**config.mk**
```make
export PLATFORM = sky130hd
export DESIGN_NAME = vedic_mul8_seq
export DESIGN_NICKNAME = d
export VERILOG_FILES = /design/src/rtl/vedic_mul8_seq.sv
export SDC_FILE = /design/constraint.sdc
export NUM_CORES = 1
export LEC_CHECK = 0
export CAP_MARGIN = 20
export CORE_ASPECT_RATIO = 2
export CORE_UTILIZATION = 40
export DETAILED_ROUTE_END_ITERATION = 8
export PLACE_DENSITY = 0.74
export SLEW_MARGIN = 30
export SYNTH_ARGS = -nofsm -noshare
export SYNTH_HDL_FRONTEND = slang
export SYNTH_SLANG_ARGS = --single-unit
```
**constraint.sdc**
```tcl
create_clock -name clk -period 5.55 [get_ports clk]
set_input_delay 0.555 -clock clk [delete_from_list [all_inputs] [get_ports clk]]
set_output_delay 0.555 -clock clk [all_outputs]
set_load 0.1 [all_outputs]
```
**src/rtl/vedic_mul8_seq.sv**
```systemverilog
// rtl/vedic_mul8_seq.sv - iterative 8x8 unsigned multiplier sharing one 4x4 Vedic core
// Four CALC cycles accumulate shifted nibble partial products into a 16-bit result.

module vedic_mul2x2 (
  input  logic [1:0] a_i,
  input  logic [1:0] b_i,
  output logic [3:0] p_o
);
  logic t0, t1, t2, c;

  assign t0     = a_i[1] & b_i[0];
  assign t1     = a_i[0] & b_i[1];
  assign t2     = a_i[1] & b_i[1];
  assign c      = t0 & t1;
  assign p_o[0] = a_i[0] & b_i[0];
  assign p_o[1] = t0 ^ t1;
  assign p_o[2] = t2 ^ c;
  assign p_o[3] = t2 & c;
endmodule

module vedic_mul4x4 (
  input  logic [3:0] a_i,
  input  logic [3:0] b_i,
  output logic [7:0] p_o
);
  logic [3:0] q0, q1, q2, q3;

  vedic_mul2x2 u_ll (.a_i(a_i[1:0]), .b_i(b_i[1:0]), .p_o(q0));
  vedic_mul2x2 u_hl (.a_i(a_i[3:2]), .b_i(b_i[1:0]), .p_o(q1));
  vedic_mul2x2 u_lh (.a_i(a_i[1:0]), .b_i(b_i[3:2]), .p_o(q2));
  vedic_mul2x2 u_hh (.a_i(a_i[3:2]), .b_i(b_i[3:2]), .p_o(q3));

  // Cross terms share weight 4; the sum never exceeds 8 bits (max 15*15).
  assign p_o = {4'b0, q0} + {2'b0, q1, 2'b0} + {2'b0, q2, 2'b0} + {q3, 4'b0};
endmodule

module vedic_mul8_seq #(
  parameter int N = 8
) (
  input  logic           clk,
  input  logic           rst_n,
  input  logic           in_valid,
  output logic           in_ready,
  input  logic [N-1:0]   A,
  input  logic [N-1:0]   B,
  output logic           out_valid,
  input  logic           out_ready,
  output logic [2*N-1:0] Product,
  output logic           busy
);
  localparam int H = N / 2;

  typedef enum logic [1:0] {IDLE, CALC, DONE} state_t;

  state_t         state_q;
  logic [1:0]     step_q;
  logic [N-1:0]   a_q, b_q;
  logic [2*N-1:0] acc_q, acc_d, addend;
  logic [H-1:0]   mul_a, mul_b;
  logic [N-1:0]   pp;
  logic           in_ready_q, out_valid_q, busy_q;

  // step[0] picks the multiplicand nibble, step[1] the multiplier nibble.
  assign mul_a = step_q[0] ? a_q[N-1:H] : a_q[H-1:0];
  assign mul_b = step_q[1] ? b_q[N-1:H] : b_q[H-1:0];

  vedic_mul4x4 u_core (.a_i(mul_a), .b_i(mul_b), .p_o(pp));

  always_comb begin
    addend = '0;
    case (step_q)
      2'd0:    addend = {{N{1'b0}}, pp};
      2'd3:    addend = {pp, {N{1'b0}}};
      default: addend = {{H{1'b0}}, pp, {H{1'b0}}};
    endcase
    acc_d = acc_q + addend;
  end

  always_ff @(posedge clk or negedge rst_n) begin
    if (!rst_n) begin
      state_q     <= IDLE;
      step_q      <= 2'd0;
      a_q         <= '0;
      b_q         <= '0;
      acc_q       <= '0;
      in_ready_q  <= 1'b1;
      out_valid_q <= 1'b0;
      busy_q      <= 1'b0;
    end else begin
      case (state_q)
        IDLE: begin
          if (in_valid && in_ready_q) begin
            a_q        <= A;
            b_q        <= B;
            acc_q      <= '0;
            step_q     <= 2'd0;
            state_q    <= CALC;
            in_ready_q <= 1'b0;
            busy_q     <= 1'b1;
          end
        end
        CALC: begin
          acc_q  <= acc_d;
          step_q <= step_q + 2'd1;
          if (step_q == 2'd3) begin
            state_q     <= DONE;
            out_valid_q <= 1'b1;
          end
        end
        DONE: begin
          if (out_ready) begin
            state_q     <= IDLE;
            out_valid_q <= 1'b0;
            busy_q      <= 1'b0;
            in_ready_q  <= 1'b1;
          end
        end
        default: state_q <= IDLE;
      endcase
    end
  end

  assign in_ready  = in_ready_q;
  assign out_valid = out_valid_q;
  assign busy      = busy_q;
  assign Product   = acc_q;
endmodule
```
==> impl_metrics.ini <==
[run_status]
outcome = finished clean

[critical_path]
arrival_ns = 5.54
ff2ff_setup_slack_ns = 0.22
crit_path_top_delay_cell = fa_1
cp.required_ns = 5.76
rr_endpoint = Product[15]
cp_num_buf_inv = 2
cpMostUsedCell = ha_1
critPathTopFamily = adder cells
r2r_cells = 23
path_cells = mux2i_2, nor2_1, ha_1, ha_1, ha_1, inv_1, fa_1, xor2_1, fa_1, inv_1, fa_2, a21o_1, a21oi_2, xnor2_2, mux2i_1, ha_2, o21ai_2, o21ai_0, a31oi_1, a21oi_2, xnor2_1, or3_1, o21ai_1
path_max_fanout = 4
slowest_delay_ns = 0.53
r2r-start = step_q[1]
worstSetupStartpointType = register
cp-end-kind = register
crit_type = register to register

[timing]
worst_slew_pin_slew_ns = 0.974
skew_ns = 0.0142
setup_slack_ns = 0.224
fmax_ghz = 0.188
hold_violations = 0
setup_viol = 0
period_share_pct = 96.0
slew_headroom_pct = 34.8
period_needed_ns = 5.33
drv_slew = 0

[route]
drtAntennaViolNets = 0
first_iter_violations = 113
dr.pass1.iters = 4
wl_per_cell_um = 15.9
viasPerCell = 5.42
vias = 2492
wirelength_um = 7320
drc = 0

[floorplan]
initial_core_util_pct = 41.4
die_h_um = 124
fp-row-count = 44
dieArea_um2 = 7830
fp.dieW_um = 63.1
core_area_um2 = 7210
io_pins = 39

[power]
p_sw_uw = 133
p_per_area_nw_per_um2 = 170
swShare_pct = 20.8
vdd_drop_max_mv = 0.212
p_clk_share_pct = 52.6
p_seq_share_pct = 44.3
p_int_uw = 508
combPwrFrac_pct = 3.2
leakage_nw = 1.81

[grt]
grtUsageMet3_pct = 2.66
grtUsageMet1_pct = 21.2
grt_usage_pct = 19.6
grtUsageMet2_pct = 36.4
top_usage_layer = met2
grt_pass1_wl_um = 11800
antenna_found_initial = 0
grt-ovfl-total = 0
grt_pass1_vias = 2471
grt_max_degree = 40

[clocking]
numCtsBuffers = 5
htreeDepth = 2
clk-insertion-delay-late_ns = 0.29
cts_root_buf = clkbuf_16
clockBufferDepth = 2
cts_sinks = 39
cts_tree = built
path_clk_slew_ns = 0.07

[flow_run]
drv_cap = 0

[synth]
ys_ff_latch = 39
async_reset_ff_share_pct = 100
synth_nets = 379
netlist_instances = 320
synth_top_area_share_pct = 31.9
synth_edf_count = 0
synth.area.top_cells = dfrtp_1 (32%), ha_1 (14%), mux2_2 (6.0%), nand2_1 (4.5%), fa_1 (4.0%)
yosysTopAreaCell = dfrtp_1
yosys_warnings = 0
syn_area_um2 = 2980
ys.flop_type = dfrtp_1
yosysMostFrequentCell = dfrtp_1
syn_avg_cell_area_um2 = 9.33
yosysUniqueCellTypes = 48
ys_seq_area_share_pct = 32.7
yosys-top-cells-count = dfrtp_1 (38), nand2_1 (36), ha_1 (33), nor2_1 (27), inv_1 (22)

[min_path]
hold_path.class = input pin to asynchronous set/reset pin

[placement]
dpl_worst_slack_ns = -0.0808
io_buffer_count = 38
dp.final_hpwl_um = 5300
gp_congestion = 0.924
place_inst = 446

[finish]
final_cells = 460
area_growth_pct = 26.4
num-nets-final = 426
antennaDiodeCount = 0
layout-drive-gt1-share_pct = 18.2
## flip-flops by register name (all words and copies together) (netlist names)
| signal | count |
|---|---|
| busy | 1 |
| out_valid | 1 |
| step_q | 2 |
| state_q | 2 |
| in_ready | 1 |
| b_q | 8 |
| a_q | 8 |
| Product | 16 |
## metrics by stage
stage | area, µm² | power [mW] | hold slack, ns | util (%) | setup TNS, ns
6_report | 3770 | 0.642 | 0.238 | 52.3 | 0
5_1_grt | 3770 | 0.660 | 0.289 | 52.3 | -0.0207
4_1_cts | 3660 | 0.646 | 0.429 | 50.7 | 0
3_5_place_dp | 3480 | 0.310 | 0.468 | 48.3 | -0.160
3_3_place_gp | 3480 | 0.310 | 0.462 | 48.3 | 0
2_1_floorplan | 2980 | 0.290 | 0.259 | - | 0
## power by group through the flow
stage / clock network (mW) / registers (mW) / logic [mW]
6_report: 0.337 / 0.284 / 0.0202
5_1_grt: 0.354 / 0.284 / 0.0224
4_1_cts: 0.341 / 0.284 / 0.0207
3_5_place_dp: 0 / 0.290 / 0.0205
3_3_place_gp: 0 / 0.290 / 0.0204
2_1_floorplan: 0 / 0.290 / 0.000856
## area by class of cell
| class | instances | area, µm² |
|---|---|---|
| timing repair buffer | 51 | 475 |
| tap | 92 | 115 |
| inverter | 22 | 82.6 |
| clock inverter | 3 | 43.8 |
| fill | 638 | 3440 |
| multi-input combinational | 248 | 1950 |
| clock buffer | 5 | 125 |
| sequential | 39 | 980 |
## layout by cell type, fill, tap and decap left out, types with 5 or more instances in the layout
| cell type | netlist | final |
|---|---|---|
| nor3_1 | 5 | 5 |
| o22ai_1 | 11 | 11 |
| nor2_1 | 27 | 26 |
| nand2_1 | 36 | 36 |
| o21ai_0 | 18 | 16 |
| a21o_1 | 6 | 6 |
| clkbuf_16 | 0 | 5 |
| xor2_1 | 5 | 5 |
| ha_1 | 33 | 31 |
| a21oi_1 | 14 | 11 |
| mux2_2 | 16 | 16 |
| dfrtp_1 | 38 | 36 |
| xnor2_1 | 11 | 9 |
| mux2i_1 | 10 | 8 |
| inv_1 | 22 | 22 |
| nand2b_1 | 5 | 5 |
| fa_1 | 6 | 5 |
| buf_4 | 0 | 14 |
| clkdlybuf4s50_1 | 0 | 37 |
## per-layer routing
| layer | vias to the layer above | part of all wire (%) |
|---|---|---|
| met5 | - | 0 |
| met4 | 0 | 3.8 |
| met3 | 22 | 3.0 |
| met2 | 64 | 56 |
| met1 | 1191 | 37 |
| li1 | 1215 | - |
## worst max-delay path by stage
stage / startpoint / endpoint / slack (ns) / cells past startpoint
CTS: step_q[1] / Product[12] / 0.007 / 23
detailed placement: step_q[1] / Product[14] / -0.08 / 23
global route: step_q[1] / Product[15] / -0.02 / 24
finish: step_q[1] / Product[15] / 0.22 / 23
floorplan: step_q[0] / Product[12] / 0.02 / 24
global placement: step_q[1] / Product[15] / 0.06 / 23
## logic make-up (layout without fill, tap and decap cells)
| family | Yosys count | count (layout) | share of synthesized area [%] |
|---|---|---|---|
| mux | 26 | 26 | 9.39 |
| fa+ha+maj | 39 | 39 | 17.9 |
| flops | 39 | 39 | 32.7 |
| simple gates | 88 | 88 | 13.3 |
| xor+xnor | 16 | 16 | 4.70 |
| buf+inv | 33 | 81 | 4.53 |
| compound gates | 79 | 79 | 17.5 |
## repair_timing
item,4_1_cts,5_1_grt
setup buffers,0,6
resized for setup,4,15
pin swaps,0,7
hold buffers,0,0
endpoints found under the setup margin,4,4
(Power assumes the default switching activity.)
